===== config.mk =====
export PLATFORM = sky130hd
export DESIGN_NAME = zoe_seg_reader
export DESIGN_NICKNAME = d
export VERILOG_FILES = /design/src/rtl/zoe_seg_reader.sv
export SDC_FILE = /design/constraint.sdc
export NUM_CORES = 1
export LEC_CHECK = 0
export ABC_AREA = 1
export CAP_MARGIN = 10
export CORE_ASPECT_RATIO = 1.2
export CORE_MARGIN = 2
export CORE_UTILIZATION = 50
export CTS_CLUSTER_SIZE = 12
export DETAILED_ROUTE_END_ITERATION = 16
export PLACE_DENSITY = 0.75
export SYNTH_ARGS = -nofsm -noshare
export SYNTH_HDL_FRONTEND = slang
export SYNTH_SLANG_ARGS = --single-unit

===== constraint.sdc =====
create_clock -name clk -period 1.74 [get_ports clk]
set_clock_uncertainty 0.2 [all_clocks]
set_input_delay 0.348 -clock clk [delete_from_list [all_inputs] [get_ports clk]]
set_output_delay 0.348 -clock clk [all_outputs]
set_load 0.02 [all_outputs]

===== src/rtl/zoe_seg_reader.sv =====
// zoe_seg_reader: reads back a seven-segment bus, waits for a stable glyph,
// decodes it to a hex code plus blank/invalid flags, and presents it on a
// valid/ready port with sticky overrun and an accepted-glyph counter.
module zoe_seg_reader #(
  parameter int STABLE_CYCLES = 4
) (
  input  logic       clk,
  input  logic       rst_n,
  input  logic [7:0] seg_in,
  output logic       out_valid,
  input  logic       out_ready,
  output logic [3:0] out_code,
  output logic       out_blank,
  output logic       out_invalid,
  output logic       overrun,
  output logic [7:0] glyph_count
);

  // Counter threshold: cnt saturates here, one below the hold length.
  localparam logic [7:0] STABLE_M1 = 8'(STABLE_CYCLES - 1);

  typedef enum logic {EMPTY, FULL} state_t;

  state_t     state;
  logic [7:1] sync_meta;
  logic [7:1] sync_out;
  logic [7:0] seg_s;
  logic [7:0] cand;
  logic [7:0] cnt;
  logic [7:0] last;
  logic       accept;
  logic [3:0] dec_code;
  logic       dec_blank;
  logic       dec_invalid;

  // Bit 0 of the bus carries no segment, so it is dropped before the sync.
  assign seg_s = {sync_out, 1'b0};

  // Two-flop synchronizer for the asynchronous segment lines.
  always_ff @(posedge clk or negedge rst_n) begin
    if (!rst_n) begin
      sync_meta <= '0;
      sync_out  <= '0;
    end else begin
      sync_meta <= seg_in[7:1];
      sync_out  <= sync_meta;
    end
  end

  // A pattern is accepted once it has matched cand for STABLE_CYCLES edges
  // and differs from the previously accepted pattern.
  assign accept = (seg_s == cand) && (cnt >= STABLE_M1) && (cand != last);

  // Stability filter: restart on any change, saturate the hold counter.
  always_ff @(posedge clk or negedge rst_n) begin
    if (!rst_n) begin
      cand <= '0;
      cnt  <= '0;
      last <= '0;
    end else if (seg_s != cand) begin
      cand <= seg_s;
      cnt  <= '0;
    end else if (cnt < STABLE_M1) begin
      cnt <= cnt + 8'd1;
    end else if (cand != last) begin
      last <= cand;
    end
  end

  // Glyph decode of the candidate pattern (bit 0 is always zero here).
  always_comb begin
    dec_code    = 4'h0;
    dec_blank   = 1'b0;
    dec_invalid = 1'b0;
    case (cand)
      8'h7E: dec_code = 4'h0;
      8'h0C: dec_code = 4'h1;
      8'hB6: dec_code = 4'h2;
      8'h9E: dec_code = 4'h3;
      8'hCC: dec_code = 4'h4;
      8'hDA: dec_code = 4'h5;
      8'hFA: dec_code = 4'h6;
      8'h0E: dec_code = 4'h7;
      8'hFE: dec_code = 4'h8;
      8'hDE: dec_code = 4'h9;
      8'hEE: dec_code = 4'hA;
      8'hF8: dec_code = 4'hB;
      8'h72: dec_code = 4'hC;
      8'hBC: dec_code = 4'hD;
      8'hF2: dec_code = 4'hE;
      8'hE2: dec_code = 4'hF;
      8'h00: dec_blank = 1'b1;
      default: dec_invalid = 1'b1;
    endcase
  end

  // Output holding register: load on accept, drain on handshake, flag overwrite.
  always_ff @(posedge clk or negedge rst_n) begin
    if (!rst_n) begin
      state       <= EMPTY;
      out_valid   <= 1'b0;
      out_code    <= 4'h0;
      out_blank   <= 1'b0;
      out_invalid <= 1'b0;
      overrun     <= 1'b0;
      glyph_count <= 8'h00;
    end else if (accept) begin
      state       <= FULL;
      out_valid   <= 1'b1;
      out_code    <= dec_code;
      out_blank   <= dec_blank;
      out_invalid <= dec_invalid;
      glyph_count <= glyph_count + 8'd1;
      if (state == FULL && !out_ready) begin
        overrun <= 1'b1;
      end
    end else if (state == FULL && out_ready) begin
      state     <= EMPTY;
      out_valid <= 1'b0;
    end
  end

endmodule


==> results by group, run 1 <==
Placed design
  • Routability cong.: between 0.8 and 0.9
  • PortBufs: 25
  • Hpwl dp: 3030 microns
  • Cell count after placement: between 300 and 400

Die
  • Total core area: ~0.0047 sq mm
  • Initial core utilization: about 53%
  • Die area: roughly 0.0055 sq mm
  • Rows: 27
  • Die X: 68.0 microns
  • Die Ht: roughly 80 microns
  • I/O pin total: 27

Finish
  • Antenna diodes: 0
  • Share of layout cells above drive strength 1: roughly 13%
  • Final core occ: ~62%
  • Post-Layout Cell Count: around 370
  • Fin nets: ~330
  • Fillers: 388
  • Area Overhead vs Synth: 17.4%

Clock tree
  • H-Tree Depth: 2
  • Clock tree sinks: 52
  • CTS max path bufs: 2
  • CTS tree: built
  • Clock transition at the registers of the reported paths: 0.09 ns
  • Cell chosen for the clock root: clkbuf_8
  • TritonCTS Buffers: 5
  • Clock latency reported for the late side of the worst-skew pair: roughly 0.30 ns

Synth
  • Syn Nets: around 300
  • Post-synthesis sequential area ratio: a little over half
  • Synth top area share: 53.0%
  • Largest area contributor in the netlist: dfrtp_1
  • Synth top area cells: dfrtp_1 53%, nand2_1 14%, nor2_1 5.2%
  • Ys Warns: 0
  • Post-synthesis area per instance: ~8.6 sq um
  • Post-Syn Area: 0.00246 sq mm
  • Mapped Cells: about 290
  • Distinct cell type count after synthesis: 26
  • #FFs+latches synth: 52

Critical path
  • Largest stage delay on the critical path: 0.47 ns
  • WP data arrival: 1.67 ns
  • Crit end category: flip-flop
  • Crit-path cells: xnor2_1 > nand3_1 > nor2_2 > buf_4 > nor2_4 > buf_12 > nand2_1 > o21ai_0
  • Crit path required time: 1.73 ns
  • RR Endpoint: glyph_count[7]
  • R2R Setup Slk: between 0.06 and 0.07 ns
  • RR Startpoint: cand[4]
  • Critical Path Start Type: flip-flop
  • R2R depth: 8
  • Max FO, Critical Path: 18
  • Crit Path Class: reg -> reg
  • Slowest CP cell: dfrtp_1

Route
  • DR vias: between 1500 and 2000
  • 1st-iter DRT viols: 86
  • First drt pass iteration count: 4
  • Routed Antenna Nets: 0
  • Post-Route WL: about 4100 microns
  • Vias per cell: roughly 4.7
  • WL/cell: ~11 microns
  • Post-route DRC: 0

Timing
  • WHS: 0.153 ns
  • Final hold vios: 0
  • Slew @ Worst Pin: slightly below 0.4 ns
  • Final setup TNS: 0 ns
  • Slew Limit Fails: 0
  • Final Critical Period: approximately 1.7 ns
  • Endpoints failing setup: 0
  • Rel. slew slack: approximately three quarters
  • RSZ-0062 raised after global routing: yes
  • Fin crit share: a little over nine tenths
  • Fmax: about 600 MHz

Min path
  • Worst Hold Class: reg -> reg
  • WHS Path Cells: 0
  • Hold EP: sync_out[2]
  • Worst Min Path Start: sync_meta[2]

Power
  • Leak: 1.53 nW
  • Pwr per Cell Area: 731 mW/mm^2
  • Peak VDD IR: ~0.00066 V

Global route
  • Gr usage total: around 17%
  • Number of global-route vias before repair: around 1700
  • Largest net degree at the start of global routing: 53
  • First-pass GRT wire length: 7080 microns
  • Grt total ovfl: 0
  • Initial antenna violation count: 0

Job
  • Max Cap Viol: 0

Status
  • Outcome: completed
-- cell usage after synthesis --
master	number
nand2_1	94
dfrtp_1	52
nor2_1	34
inv_1	27
nand3_1	13
xor2_1	12
buf_6	7
clkbuf_1	7
o21ai_0	7
xnor2_1	7
nor3_1	5
a21oi_1	2
clkbuf_2	2
ha_1	2
nand4_1	2
nor2_2	2
nor2_4	2
buf_4	1
clkinv_1	1
inv_2	1
nand2_2	1
nand3_2	1
nand3_4	1
nand4_2	1
nor4_1	1
xnor2_2	1
-- worst max-delay path, delay by kind of cell (launching register included) --
kind | cells | cell delay, ns
flops | 1 | 0.47
simple gates | 4 | 0.36
buf+inv | 2 | 0.27
xor+xnor | 1 | 0.19
compound gates | 1 | 0.07
-- sequential cells by signal, summed over array words and instances, names as in the netlist, 4 cells and up --
signal	cells
cand	7
cnt	8
glyph_count	8
last	7
out_code	4
sync_meta	7
sync_out	7
-- cell families (layout without fill, tap and decap cells) --
family                     Yosys count  count (layout)  share of synthesized area, %
adders and majority gates            2               2                          1.02
buffers and inverters               46              75                          9.42
AOI/OAI and AO/OA                    9               9                          1.83
DFF                                 52              52                          53.0
and+or+nand+nor                    157             157                          27.3
xor gates and xnor gates            20              20                          7.44
-- metal layers --
metal  vias up  routed length [microns]  GRT usage (%)
met2        33                     2080           30.2
li1        916                        -              -
met5         -                        0              0
met3        10                      127           4.29
met4         0                      112           6.80
met1       790                     1820           19.5
-- power breakdown --
| part | leakage [nW] | internal (mW) | switching [mW] | total, mW |
|---|---|---|---|---|
| registers | 0.670 | 1.23 | 0.0217 | 1.25 |
| clock network | 0.0516 | 0.326 | 0.384 | 0.710 |
| logic | 0.809 | 0.0623 | 0.0813 | 0.144 |
| total | 1.53 | 1.62 | 0.487 | 2.11 |
-- stage by stage --
step	area [sq um]	setup slack [ns]	power, mW
floorplan	2460	0.108	1.36
global placement	2760	-0.00814	1.41
detailed placement	2760	-0.00728	1.42
CTS	2850	0.00518	2.14
global route	2880	-0.0279	2.22
finish	2880	0.0608	2.11
-- how the worst max path moves through the flow --
| stage | start | to | slack [ns] | cells after the start |
|---|---|---|---|---|
| finish | cand[4] | glyph_count[7] | 0.06 | 8 |
| global route | cand[3] | out_invalid | -0.03 | 10 |
| CTS | cand[2] | glyph_count[7] | 0.005 | 8 |
| detailed placement | cand[2] | glyph_count[6] | -0.007 | 8 |
| global placement | cand[2] | out_invalid | -0.008 | 8 |
| floorplan | cand[2] | glyph_count[3] | 0.11 | 10 |
-- cells in the final DEF, fill, tap and decap left out, types with 2 or more instances in the layout --
master / synthesis / routed
nand2_1: 94 / 92
nand2_2: 1 / 2
buf_4: 1 / 10
o21ai_1: 0 / 2
o21ai_0: 7 / 5
clkdlybuf4s50_1: 0 / 8
nor2_2: 2 / 4
nor2_4: 2 / 3
xnor2_1: 7 / 7
dlygate4sd2_1: 0 / 16
a21oi_1: 2 / 2
ha_1: 2 / 2
nand3_1: 13 / 13
dfrtp_2: 0 / 3
inv_1: 27 / 27
nor3_1: 5 / 4
nand4_1: 2 / 2
xor2_1: 12 / 12
nor2_1: 34 / 31
buf_12: 0 / 2
dfrtp_1: 52 / 49
clkbuf_8: 0 / 6
-- repair_timing --
| action | CTS | global route |
|---|---|---|
| resized for setup | 17 | 12 |
| endpoints found under the setup margin | 32 | 21 |
| pin swaps | 0 | 6 |
| buffers inserted | 0 | 1 |
| endpoints found under the hold margin | 52 | 0 |
| hold buffers | 1 | 0 |
-- area by class of cell --
class	count	area, sq um	area share, %
multi-input combinational	188	951	33.0
inverter	29	109	3.77
timing repair buffer	38	350	12.1
clock buffer	6	82.6	2.86
sequential	52	1310	45.2
clock inverter	2	13.8	0.477
tap	58	72.6	2.52
(Power assumes the default switching activity.)
==> inputs of run 2 (changes only) <==
- SLEW_MARGIN: unset -> 25
==> results of run 2 <==
The final DEF is identical to that of run 1; final timing and power are the same.
==> inputs of run 3 (changes only) <==
- ABC_CLOCK_PERIOD_IN_PS: unset -> 1740
- CAP_MARGIN: 10 -> unset
- PLACE_DENSITY: 0.75 -> unset
- PLACE_DENSITY_LB_ADDON: unset -> 0.12
==> results by group, run 3 (synthesized netlist as in run 1, its figures left out) <==
Clock tree
  • TritonCTS Buffers: 5
  • Clock latency reported for the late side of the worst-skew pair: approximately 0.30 ns
  • Clock tree sinks: 52
  • CTS tree: built
  • Cell chosen for the clock root: clkbuf_8
  • CTS max path bufs: 2
  • H-Tree Depth: 2
  • Clock transition at the registers of the reported paths: approximately 0.09 ns

Global route
  • Gr usage total: around 17%
  • Initial antenna violation count: 0
  • Largest net degree at the start of global routing: 53
  • First-pass GRT wire length: approximately 7000 microns
  • Number of global-route vias before repair: 1565
  • Grt total ovfl: 0

Placed design
  • PortBufs: 25
  • Pre-CTS setup slack: -0.0639 ns
  • Hpwl dp: between 3000 and 4000 microns
  • Routability cong.: 0.987
  • Dpl cell area: 0.00279 sq mm

Route
  • Post-Route WL: around 4200 microns
  • Vias per cell: approximately 4.8
  • 1st-iter DRT viols: between 70 and 80
  • WL/cell: 11.3 microns
  • Post-route DRC: 0
  • DR vias: roughly 1800
  • First drt pass iteration count: 4
  • Routed Antenna Nets: 0

Finish
  • Antenna diodes: 0
  • Commonest non-fill, non-tap cells in the layout: 82 x nand2_1, 50 x dfrtp_1, 32 x nor2_1
  • Fin nets: around 330
  • Largest registers: cnt: 8 flops, glyph_count: 8 flops
  • Register area: 0.00130 sq mm
  • Area occupied by multi-input gates: about 980 sq um
  • Area Overhead vs Synth: 21.1%
  • Fillers: about 410
  • Post-route cell area: between 0.002 and 0.003 sq mm
  • Share of layout cells above drive strength 1: ~17%
  • Commonest non-fill, non-tap cell in the layout: nand2_1

Status
  • Outcome: completed

Job
  • Max Cap Viol: 0

Critical path
  • Largest stage delay on the critical path: about 0.48 ns
  • Crit path required time: between 1.5 and 2 ns
  • Crit-path cells: xor2_1 > nor2_1 > nand2_1 > nor2_2 > buf_4 > nor2_4 > buf_12 > nand2_2 > o21ai_2
  • Slowest CP cell: dfrtp_2
  • Max FO, Critical Path: 16
  • Crit end category: flip-flop
  • Crit Path Class: reg -> reg
  • WP data arrival: roughly 1.7 ns
  • Critical Path Start Type: flip-flop

Timing
  • Final worst slack: between 0.04 and 0.05 ns
  • WHS: between 0.15 and 0.2 ns
  • Final Critical Period: 1.70 ns
  • Endpoints failing setup: 0
  • RSZ-0062 raised after global routing: yes
  • Fin crit share: a little over nine tenths
  • Final setup TNS: 0 ns
  • Slew Limit Fails: 0
  • Slew @ Worst Pin: just under 0.4 ns
  • Fmax: just under 600 MHz
  • Rel. slew slack: roughly three quarters
  • Final hold vios: 0

Die
  • I/O pin total: 27
  • Die area: ~0.0055 sq mm
  • Die X: approximately 68 microns
  • Die Ht: between 80 and 90 microns
  • Total core area: 0.00466 sq mm
  • Initial core utilization: between 50% and 60%
  • Rows: 27

Power
  • Peak VDD IR: 0.000559 V
  • Total power: 2.27 mW
  • Pwr per Cell Area: ~760 mW/mm^2
  • Leak: 1.58 nW

Min path
  • Worst Hold Class: reg -> reg
## run 3: cell types whose count changed in the layout (fill, tap and decap cells not counted), sizes merged
cell,previous run,this run
buf,13,17
inv,29,28
bufinv,0,1
## run 3: layout make-up
type                       count  area share [%]
clock buffer                   6            2.78
clock inverter                 2            1.30
inverter                      29            3.66
multi-input combinational    188            33.1
sequential                    52            43.8
tap                           58            2.44
timing repair buffer          42            12.9
## run 3: per-stage QoR
| step | instances | utilization (%) |
|---|---|---|
| after global placement | 367 | 59.8 |
| after CTS | 376 | 62.5 |
| final | 377 | 63.8 |
| after global routing | 377 | 63.8 |
| after detailed placement | 367 | 59.8 |
| after floorplan | 286 | - |
## run 3: metal layers
layer / routed length, microns / global-route usage, % / vias to the layer above
met1: 1830 / 21.1 / 838
met5: 0 / 0 / -
met3: 142 / 4.16 / 10
met2: 2210 / 28.3 / 43
li1: - / - / 923
met4: 64 / 5.80 / 0
## run 3: power breakdown
group | internal (mW) | switching, mW
sequential | 1.23 | 0.0204
clock | 0.470 | 0.396
combinational | 0.0665 | 0.0849
total | 1.77 | 0.501
## run 3: what timing repair did
action,CTS,global route
setup endpoints to repair,34,21
buffers inserted,0,1
pin swaps,1,8
gates resized for setup,20,22
hold buffers,1,0
hold endpoints to repair,52,0
## run 3: path summary, 6_finish.rpt
path / startpoint / end / slack, ns / depth (start not counted)
min in group asynchronous: rst_n / glyph_count[5] / 0.36 / 3
worst min register to register: sync_meta[2] / sync_out[2] / 0.15 / 0
worst min-delay path: sync_meta[2] / sync_out[2] / 0.15 / 0
worst max register to register: cand[2] / glyph_count[5] / 0.04 / 9
max in group asynchronous: rst_n / cand[7] / 0.72 / 3
worst max-delay path: cand[2] / glyph_count[5] / 0.04 / 9
## run 3: worst max-delay path, delay by kind of cell, from the launching register on
family | cells | cell delay [ns]
xor gates and xnor gates | 1 | 0.17
DFF | 1 | 0.48
AOI/OAI and AO/OA | 1 | 0.06
buffers and inverters | 2 | 0.26
and+or+nand+nor | 5 | 0.42
